File: config.mk
export PLATFORM = sky130hd
export DESIGN_NAME = mc_datapath_flat
export DESIGN_NICKNAME = d
export VERILOG_FILES = /design/src/rtl/mc_pkg.sv /design/src/rtl/mc_datapath_if.sv /design/src/rtl/mc_regfile.sv /design/src/rtl/mc_datapath.sv /design/src/flat_wrapper.sv
export SDC_FILE = /design/constraint.sdc
export NUM_CORES = 1
export LEC_CHECK = 0
export CORE_ASPECT_RATIO = 0.6
export CORE_MARGIN = 2
export CORE_UTILIZATION = 30
export CTS_BUF_LIST = sky130_fd_sc_hd__clkbuf_8 sky130_fd_sc_hd__clkbuf_16
export DETAILED_ROUTE_END_ITERATION = 8
export SETUP_SLACK_MARGIN = 0.2
export SYNTH_ARGS = -nofsm -noshare
export SYNTH_HDL_FRONTEND = slang
export SYNTH_HIERARCHICAL = 1
export SYNTH_SLANG_ARGS = --single-unit
export TNS_END_PERCENT = 20
File: constraint.sdc
create_clock -name clk -period 7.69 [get_ports clk]
set_clock_uncertainty 0.15 [all_clocks]
set_input_delay 1.1535 -clock clk [delete_from_list [all_inputs] [get_ports clk]]
set_output_delay 1.1535 -clock clk [all_outputs]
set_load 0.02 [all_outputs]
File: src/rtl/mc_pkg.sv
// Shared encodings for the multicycle datapath and controller: control-field
// enums, ISA opcodes, instruction field positions and the immediate sign-extender.
package mc_pkg;

  typedef enum logic [2:0] {
    ALU_ADD   = 3'b000,
    ALU_SUB   = 3'b001,
    ALU_NAND  = 3'b010,
    ALU_PASSA = 3'b011
  } alu_op_e;

  typedef enum logic [1:0] {
    SRCB_REG  = 2'b00,
    SRCB_ONE  = 2'b01,
    SRCB_IMM6 = 2'b10,
    SRCB_IMM9 = 2'b11
  } srcb_e;

  typedef enum logic [1:0] {
    PCSRC_ALU    = 2'b00,
    PCSRC_ALUOUT = 2'b01,
    PCSRC_HOLD   = 2'b10,
    PCSRC_HOLD2  = 2'b11
  } pcsrc_e;

  typedef enum logic [3:0] {
    OP_ADD = 4'b0000,
    OP_NDU = 4'b0010,
    OP_LW  = 4'b0100,
    OP_SW  = 4'b0101,
    OP_BEQ = 4'b0110,
    OP_JAL = 4'b0111
  } opcode_e;

  localparam int unsigned OP_MSB   = 15;
  localparam int unsigned OP_LSB   = 12;
  localparam int unsigned RA_MSB   = 11;
  localparam int unsigned RA_LSB   = 9;
  localparam int unsigned RB_MSB   = 8;
  localparam int unsigned RB_LSB   = 6;
  localparam int unsigned RC_MSB   = 5;
  localparam int unsigned RC_LSB   = 3;
  localparam int unsigned CZ_MSB   = 1;
  localparam int unsigned CZ_LSB   = 0;
  localparam int unsigned IMM6_MSB = 5;
  localparam int unsigned IMM9_MSB = 8;

  // Replicate bit msb of the instruction word into every higher bit.
  function automatic logic [15:0] sext(input logic [15:0] v, input int unsigned msb);
    logic [15:0] r;
    r = v;
    for (int unsigned i = 0; i < 16; i++) begin
      if (i > msb) r[i] = v[msb];
    end
    return r;
  endfunction

endpackage

File: src/rtl/mc_datapath_if.sv
// Control word, memory bus and status bundle between controller and datapath.
interface mc_datapath_if #(
  parameter int unsigned WIDTH = 16
);
  logic             pcen;
  logic             iord;
  logic             irwrite;
  logic             regwrite;
  logic             regdst;
  logic             memtoreg;
  logic             alusrca;
  logic [1:0]       alusrcb;
  logic [1:0]       pcsrc;
  logic [2:0]       alucontrol;
  logic [WIDTH-1:0] readdata;
  logic [WIDTH-1:0] adr;
  logic [WIDTH-1:0] writedata;
  logic [3:0]       op;
  logic [1:0]       cz;
  logic             zero;

  modport master (
    output pcen, iord, irwrite, regwrite, regdst, memtoreg, alusrca,
           alusrcb, pcsrc, alucontrol, readdata,
    input  adr, writedata, op, cz, zero
  );

  modport slave (
    input  pcen, iord, irwrite, regwrite, regdst, memtoreg, alusrca,
           alusrcb, pcsrc, alucontrol, readdata,
    output adr, writedata, op, cz, zero
  );
endinterface

File: src/rtl/mc_regfile.sv
// Register file: two asynchronous read ports, one synchronous write port;
// reset clears every entry and overrides a concurrent write.
module mc_regfile #(
  parameter int unsigned WIDTH = 16,
  parameter int unsigned NREG  = 8
) (
  input  logic                    clk,
  input  logic                    reset,
  input  logic                    we,
  input  logic [$clog2(NREG)-1:0] ra1,
  input  logic [$clog2(NREG)-1:0] ra2,
  input  logic [$clog2(NREG)-1:0] wa,
  input  logic [WIDTH-1:0]        wd,
  output logic [WIDTH-1:0]        rd1,
  output logic [WIDTH-1:0]        rd2
);
  logic [WIDTH-1:0] rf [NREG];

  always_ff @(posedge clk) begin
    if (reset) begin
      for (int unsigned i = 0; i < NREG; i++) rf[i] <= '0;
    end else if (we) begin
      rf[wa] <= wd;
    end
  end

  assign rd1 = rf[ra1];
  assign rd2 = rf[ra2];
endmodule

File: src/rtl/mc_datapath.sv
// Multicycle datapath: PC, IR, A/B, MDR and ALUOut registers, the ALU and its
// operand muxes, executing the control word the controller presents each cycle.
module mc_datapath #(
  parameter int unsigned WIDTH = 16,
  parameter int unsigned NREG  = 8
) (
  input  logic         clk,
  input  logic         reset,
  mc_datapath_if.slave bus
);
  import mc_pkg::*;

  localparam int unsigned AW = $clog2(NREG);

  logic [WIDTH-1:0] pc, ir, a, b, mdr, aluout;
  logic [WIDTH-1:0] rd1, rd2, srca, srcb, alu_y, wd;
  logic [AW-1:0]    wa;

  assign wa = bus.regdst ? ir[RC_MSB:RC_LSB] : ir[RA_MSB:RA_LSB];
  assign wd = bus.memtoreg ? mdr : aluout;

  // Port 1 reads rb (into A), port 2 reads ra (into B).
  mc_regfile #(.WIDTH(WIDTH), .NREG(NREG)) u_rf (
    .clk (clk),
    .reset (reset),
    .we  (bus.regwrite),
    .ra1 (ir[RB_MSB:RB_LSB]),
    .ra2 (ir[RA_MSB:RA_LSB]),
    .wa  (wa),
    .wd  (wd),
    .rd1 (rd1),
    .rd2 (rd2)
  );

  always_comb begin
    srca = bus.alusrca ? a : pc;
    case (srcb_e'(bus.alusrcb))
      SRCB_REG:  srcb = b;
      SRCB_ONE:  srcb = {{(WIDTH-1){1'b0}}, 1'b1};
      SRCB_IMM6: srcb = sext(ir, IMM6_MSB);
      SRCB_IMM9: srcb = sext(ir, IMM9_MSB);
      default:   srcb = '0;
    endcase
  end

  always_comb begin
    case (alu_op_e'(bus.alucontrol))
      ALU_ADD:   alu_y = srca + srcb;
      ALU_SUB:   alu_y = srca - srcb;
      ALU_NAND:  alu_y = ~(srca & srcb);
      ALU_PASSA: alu_y = srca;
      default:   alu_y = '0;
    endcase
  end

  always_ff @(posedge clk) begin
    if (reset) begin
      pc     <= '0;
      ir     <= '0;
      a      <= '0;
      b      <= '0;
      mdr    <= '0;
      aluout <= '0;
    end else begin
      a      <= rd1;
      b      <= rd2;
      mdr    <= bus.readdata;
      aluout <= alu_y;
      if (bus.irwrite) ir <= bus.readdata;
      if (bus.pcen) begin
        case (pcsrc_e'(bus.pcsrc))
          PCSRC_ALU:    pc <= alu_y;
          PCSRC_ALUOUT: pc <= aluout;
          default:      pc <= pc;
        endcase
      end
    end
  end

  assign bus.adr       = bus.iord ? aluout : pc;
  assign bus.writedata = b;
  assign bus.op        = ir[OP_MSB:OP_LSB];
  assign bus.cz        = ir[CZ_MSB:CZ_LSB];
  assign bus.zero      = (alu_y == '0);
endmodule
File: src/flat_wrapper.sv
// flat-port wrapper written by rule: the top's interface ports become plain ports
module mc_datapath_flat import mc_pkg::*;
#(
  parameter int unsigned WIDTH = 16,
  parameter int unsigned NREG  = 8
)
  (clk, reset, bus_pcen, bus_iord, bus_irwrite, bus_regwrite, bus_regdst, bus_memtoreg, bus_alusrca, bus_alusrcb, bus_pcsrc, bus_alucontrol, bus_readdata, bus_adr, bus_writedata, bus_op, bus_cz, bus_zero);
  mc_datapath_if #(.WIDTH(WIDTH)) bus_i ();
  input  logic clk;
  input  logic reset;
  input wire logic [$bits(bus_i.pcen)-1:0] bus_pcen;
  input wire logic [$bits(bus_i.iord)-1:0] bus_iord;
  input wire logic [$bits(bus_i.irwrite)-1:0] bus_irwrite;
  input wire logic [$bits(bus_i.regwrite)-1:0] bus_regwrite;
  input wire logic [$bits(bus_i.regdst)-1:0] bus_regdst;
  input wire logic [$bits(bus_i.memtoreg)-1:0] bus_memtoreg;
  input wire logic [$bits(bus_i.alusrca)-1:0] bus_alusrca;
  input wire logic [$bits(bus_i.alusrcb)-1:0] bus_alusrcb;
  input wire logic [$bits(bus_i.pcsrc)-1:0] bus_pcsrc;
  input wire logic [$bits(bus_i.alucontrol)-1:0] bus_alucontrol;
  input wire logic [$bits(bus_i.readdata)-1:0] bus_readdata;
  output wire logic [$bits(bus_i.adr)-1:0] bus_adr;
  output wire logic [$bits(bus_i.writedata)-1:0] bus_writedata;
  output wire logic [$bits(bus_i.op)-1:0] bus_op;
  output wire logic [$bits(bus_i.cz)-1:0] bus_cz;
  output wire logic [$bits(bus_i.zero)-1:0] bus_zero;
  assign bus_i.pcen = bus_pcen;
  assign bus_i.iord = bus_iord;
  assign bus_i.irwrite = bus_irwrite;
  assign bus_i.regwrite = bus_regwrite;
  assign bus_i.regdst = bus_regdst;
  assign bus_i.memtoreg = bus_memtoreg;
  assign bus_i.alusrca = bus_alusrca;
  assign bus_i.alusrcb = bus_alusrcb;
  assign bus_i.pcsrc = bus_pcsrc;
  assign bus_i.alucontrol = bus_alucontrol;
  assign bus_i.readdata = bus_readdata;
  assign bus_adr = bus_i.adr;
  assign bus_writedata = bus_i.writedata;
  assign bus_op = bus_i.op;
  assign bus_cz = bus_i.cz;
  assign bus_zero = bus_i.zero;
  mc_datapath #(.WIDTH(WIDTH), .NREG(NREG)) u_core (.clk(clk), .reset(reset), .bus(bus_i));
endmodule
Word level (Yosys, flattened, before mapping)
Memories as Yosys holds them, arrays and structs flattened. A register that Yosys moved wholly into a read port is not among the register bits.
Index checks and enable logic that the tools add are counted.
{ "classes": {"n_addsub": 2, "eq_ne": 7, "n_mux": 15, "bitwise_logic": 2, "n_reduce_logical": 7} }
{ "ops": {"columns": ["operator", "count"], "rows": [
  ["$pmux 16 s4", 2],
  ["$mux 16", 4],
  ["$pmux 16 s2", 1],
  ["$add 16x16->16", 1],
  ["$and 16x16->16", 1],
  ["$logic_not 16->1", 1],
  ["$not 16->16", 1],
  ["$reduce_or 16->1", 1],
  ["$sub 16x16->16", 1],
  ["$eq 3x2->1 const B", 2],
  ["$mux 1", 6],
  ["$mux 3", 2],
  ["$eq 2x1->1 const B", 2],
  ["$eq 2x2->1 const B", 2],
  ["$logic_not 2->1", 2],
  ["$eq 3x1->1 const B", 1],
  ["$logic_not 3->1", 1],
  ["$reduce_and 2->1", 1],
  ["$reduce_bool 2->1", 1]
]} }
{ "totals": {"regBits": 64, "mem_bits_rw": 128, "input_bits": 32, "out_inout_bits": 39, "mem_count": 1} }
{ "memory_table": {"columns": ["memory", "words", "word_bits", "rd", "rd_ports_with_merged_regs", "wr", "line_no", "source"], "rows": [
  ["u_core.u_rf.rf", 8, 16, 2, 2, 8, "mc_regfile.sv:17", "logic [WIDTH-1:0] rf [NREG];"]
]} }

Longest topological paths before layout
{ "logic_depth": {"ltp_word": 6, "ltp_mapped": 19} }

Modules after synthesis
Netlist, hierarchy kept.
{ "modules_own_cells": {"columns": ["mod", "n_inst", "cells_each", "area_each_um2", "seq_area_each_um2"], "rows": [
  ["mc_regfile", 1, 430, 6910.4, 3843.7],
  ["mc_datapath", 1, 645, 5534.1, 1921.8]
]} }

Worst setup path after synthesis
OpenSTA, ideal clock, no wires.
{ "synth_timing": {"path_type": "input-to-output", "startpoint": "input port bus_alucontrol[0]", "endpoint": "output port bus_zero", "t_arrival_ps": 4406, "required_time_ps": 6386, "slack_ps": 1981, "path_stages": 15, "path_buffers": 3, "cell_sequence": "clkbuf_1 > clkbuf_1 > buf_1 > nand2_1 > o21ai_0 > inv_1 > ha_1 > nor2b_1 > o31ai_1 > a21oi_1 > or3_1 > a31o_2 > nor4_1 > nand4_1 > nor2_1"} }
{ "synth_via": {"elab_chain_len": 3, "elab_cells_between_ends": 6, "classes_between": "3 x eq/ne; 1 x mux; 2 x reduce/logical"} }
{ "synth_lines": {"columns": ["element", "line_no", "source"], "rows": [
  ["start, declared", "flat_wrapper.sv:20", "input wire logic [$bits(bus_i.alucontrol)-1:0] bus_alucontrol;"],
  ["$eq 3x2->1 (tied with other cells)", "mc_datapath.sv:47", "case (alu_op_e'(bus.alucontrol))"],
  ["$pmux 16 s4 *", "mc_datapath.sv:47", null],
  ["$logic_not 16->1 *", "mc_datapath.sv:84", "assign bus.zero = (alu_y == '0);"],
  ["end, declared", "flat_wrapper.sv:26", "output wire logic [$bits(bus_i.zero)-1:0] bus_zero;"]
]} }
Every way passes the cells marked *; elsewhere a longest branch is shown, timed or not.

Worst setup path after layout
{ "layout_timing": {"startpoint": "input port bus_alusrcb[0]", "endpoint": "output port bus_zero"} }
{ "layout_via": {"elab_chain_len": 6, "elab_cells_between_ends": 11, "classes_between": "2 x add/sub; 3 x eq/ne; 2 x mux; 2 x bitwise; 2 x reduce/logical"} }
{ "layout_lines": {"columns": ["element", "line_no", "source"], "rows": [
  ["start, declared", "flat_wrapper.sv:18", "input wire logic [$bits(bus_i.alusrcb)-1:0] bus_alusrcb;"],
  ["$eq 2x2->1 (tied with other cells)", "mc_datapath.sv:37", "case (srcb_e'(bus.alusrcb))"],
  ["$pmux 16 s4 *", "mc_datapath.sv:37", null],
  ["branches (longest 2 deep; another with $sub 16x16->16)", null, null],
  ["$pmux 16 s4 *", "mc_datapath.sv:47", null],
  ["$logic_not 16->1 *", "mc_datapath.sv:84", null]
]} }
Every way passes the cells marked *.

==> load_flow_metrics.sql <==
INSERT INTO impl_metrics (metric_group, metric, value, unit) VALUES
('routing', 'met3_length', '3.85', 'mm'),
('clock_tree', 'cts_inserted_buffers', '22', ''),
('timing', 'final.setup.worst_slack', '0.542', 'ns'),
('clock_tree', 'postCtsHoldBufs', '0', ''),
('place', 'portBuffers', '70', ''),
('synth', 'yosys.area_share.adder', '1.87', '%'),
('critical_path', 'timing_worst_setup_path_type', 'in2out', ''),
('routing', 'wirelength_met1', '19.4', 'mm'),
('timing', 'worst_slew_pin_slew', '0.988', 'ns'),
('routing', 'drt_pre_antenna_iters', '5', ''),
('timing', 'report.final.slew_viol_count', '0', ''),
('synth', 'synth_area_leaders', 'edfxtp_1 (31%), dfxtp_1 (15%), mux4_1 (12%)', ''),
('status', 'status', 'finished clean', ''),
('clock_tree', 'post-cts-setup-buffer-count', '0', ''),
('timing', 'final_period_utilization', '93.0', '%'),
('final_layout', 'nNetsFinal', '1168', ''),
('synth', 'yosys-mux-area-fraction', '22.1', '%'),
('timing', 'post-route-min-period', '7.15', 'ns'),
('synth', 'yosys.area_share.simple', '14.6', '%'),
('critical_path', 'timing.critical_path.required', '6.39', 'ns'),
('clock_tree', 'max-clock-path-buffers', '3', ''),
('critical_path', 'cp_common_cell', 'nor2_1', ''),
('synth', 'ys_seq_elements', '224', ''),
('synth', 'synthTopCellsByCount', 'nor3_1 (137), edfxtp_1 (128), dfxtp_1 (96)', ''),
('grt', 'grt_antenna_before_repair', '0', ''),
('timing', 'rsz0062_at_grt', 'false', ''),
('clock_tree', 'numClockSinks', '224', ''),
('floorplan', 'row_count', '57', ''),
('synth', 'post_synth_num_cell_types', '75', ''),
('grt', 'grt_pass1_vias', '8682', ''),
('critical_path', 'cpMaxStageDelayCell', 'clkdlybuf4s50_1', ''),
('timing', 'final.setup.tns', '0', 'ns'),
('grt', 'grt_util_all_layers', '18.2', '%'),
('routing', 'drt-vias-per-instance', '5.55', ''),
('synth', 'postSynthAreaPerCell', '11.6', 'µm²'),
('critical_path', 'critPathCaptureType', 'primary output', ''),
('grt', 'grt.overflow.total', '0', ''),
('clock_tree', 'tritoncts', 'done', ''),
('routing', 'route.detailed.drc', '0', ''),
('final_layout', 'flow.area_growth_from_synthesis', '15.4', '%'),
('timing', 'slew-limit-headroom', '33.9', '%'),
('clock_tree', 'cts.clk_slew.worst_paths', '0.06', 'ns'),
('routing', 'initialDrtViolationCount', '1070', ''),
('grt', 'grt_start_max_net_pins', '69', ''),
('routing', 'wl_met2', '16.2', 'mm'),
('power_and_ir_drop', 'pwr_density_cell', '214', 'nW/µm²'),
('synth', 'post_synth_edffs', '128', ''),
('power_and_ir_drop', 'power_leakage', '5.28', 'nW'),
('synth', 'synth-compound-area-share', '8.76', '%'),
('synth', 'ys_dominant_reg_cell', 'edfxtp_1', ''),
('floorplan', 'io-pin-count', '71', ''),
('critical_path', 'worst-endpoint-arrival', '5.84', 'ns'),
('synth', 'synthesis.yosys.warnings', '6', ''),
('routing', 'post_drt_wl_per_cell', '24.0', 'µm'),
('final_layout', 'finish.utilization', '35.3', '%'),
('power_and_ir_drop', 'peak_supply_drop', '0.155', 'mV'),
('place', 'finalWeightedCongestion', '0.955', ''),
('clock_tree', 'clkLatencyLatePin', '0.54', 'ns'),
('routing', 'detailroute.via_count', '9238', ''),
('place', 'post-dp-hpwl', '28.1', 'mm'),
('synth', 'main_combinational_cell_family_by_area_after_synthesis', 'multiplexers', ''),
('critical_path', 'critical_path_source_type', 'input pin', ''),
('timing', 'hold_violations', '0', ''),
('worst_hold_path', 'worstHoldPathType', 'reg2reg', ''),
('run', 'maxCapViolCount', '0', ''),
('critical_path', 'critPathMaxStageDelay', '0.70', 'ns'),
('place', 'dpl_worst_slack', '0.689', 'ns'),
('synth', 'yosysTopAreaCellShare', '30.9', '%'),
('clock_tree', 'clock_tree.root_cell', 'clkbuf_16', ''),
('floorplan', 'starting_utilization_of_the_core_area', '30.6', '%'),
('floorplan', 'die_area', '43200', 'µm²');
[kinds of logic after synthesis]
| family | after synthesis |
|---|---|
| AOI/OAI and AO/OA | 159 |
| muxes | 165 |
| adders and majority gates | 18 |
| and+or+nand+nor | 355 |
| DFF | 224 |
| buffers and inverters | 138 |
| xor gates and xnor gates | 16 |
[state kept, by name, indices dropped and copies added, names as in the netlist]
| signal | flops |
|---|---|
| u_core/mdr | 16 |
| u_core/u_rf/rf | 128 |
| u_core/aluout | 16 |
| u_core/bus.writedata | 16 |
| u_core/pc | 16 |
| u_core/a | 16 |
| u_core/ir | 16 |
[worst max-delay path, delay by kind of cell]
kind / cells / cell delay [ns]
adders and majority gates: 2 / 0.56
and+or+nand+nor: 6 / 1.40
buffers and inverters: 2 / 1.31
AOI/OAI and AO/OA: 4 / 1.28
xor gates and xnor gates: 1 / 0.13
[stage by stage]
step | instance area, µm² | instances | power [mW] | hold slack, ns
floorplan | 12400 | 1075 | 1.80 | 0.290
detailed placement | 13700 | 1625 | 2.02 | 0.332
global route | 14400 | 1665 | 3.18 | 0.364
finish | 14400 | 1666 | 3.07 | 0.341
global placement | 13700 | 1625 | 2.02 | 0.308
CTS | 14400 | 1665 | 3.07 | 0.340
[cell type report]
type,instances,area [µm²]
repair buffers,108,983
multi-input cells,713,6060
fillers,3989,26300
well taps,531,664
clock buffers,26,606
flip-flops and latches,224,5770
diodes,1,2.50
clock inverters,14,85.1
inverters,49,184
[path summary, 6_finish.rpt]
kind                                  start  slack (ns)                    endpoint  cells after the start
setup / recovery             bus_alusrcb[0]        0.54                    bus_zero                     15
hold / removal    u_core/pc[2]$_SDFFE_PP0P_        0.34   u_core/pc[2]$_SDFFE_PP0P_                      2
setup reg to reg  u_core/ir[3]$_SDFFE_PP0P_        3.54  u_core/pc[14]$_SDFFE_PP0P_                     15
hold reg to reg   u_core/pc[2]$_SDFFE_PP0P_        0.34   u_core/pc[2]$_SDFFE_PP0P_                      2
[metal layers]
layer	global-route usage (%)	vias up
met2	25.1	410
met5	0	-
met3	5.03	40
met1	28.3	4631
met4	2.68	0
li1	-	4157
[cell usage in the layout (no fill, tap or decap), types with 4 or more instances in the layout]
cell type and count:
nor4_1 5, edfxtp_1 128, o21a_1 4, dfxtp_1 94, nand2b_1 9, a22oi_1 6
or2_2 4, o21ai_0 21, a31oi_1 9, buf_4 39, mux4_2 8, a21o_1 4
xnor2_1 11, mux4_1 56, o211ai_1 4, clkbuf_8 4, a21oi_1 37, clkbuf_16 22
mux2_2 65, inv_1 39, nor2_1 60, a221oi_1 4, nor3_1 137, a211oi_1 12
ha_1 17, o31ai_1 9, o21ai_1 7, and2_1 10, xor2_1 5, nor2b_1 52
nand2_1 42, o211a_1 4, nand3_1 9, nand4_1 4, clkdlybuf4s50_1 69, clkinv_1 17
o31a_1 4, mux2i_1 35, o21bai_2 8
[power by group]
group | total, mW | switching (mW) | internal, mW | leakage (nW)
clock network | 1.06 | 0.488 | 0.567 | 0.367
logic | 0.627 | 0.369 | 0.259 | 2.79
registers | 1.39 | 0.0554 | 1.33 | 2.12
total | 3.07 | 0.912 | 2.16 | 5.28
Note: power is estimated with default switching activity, not from simulation.
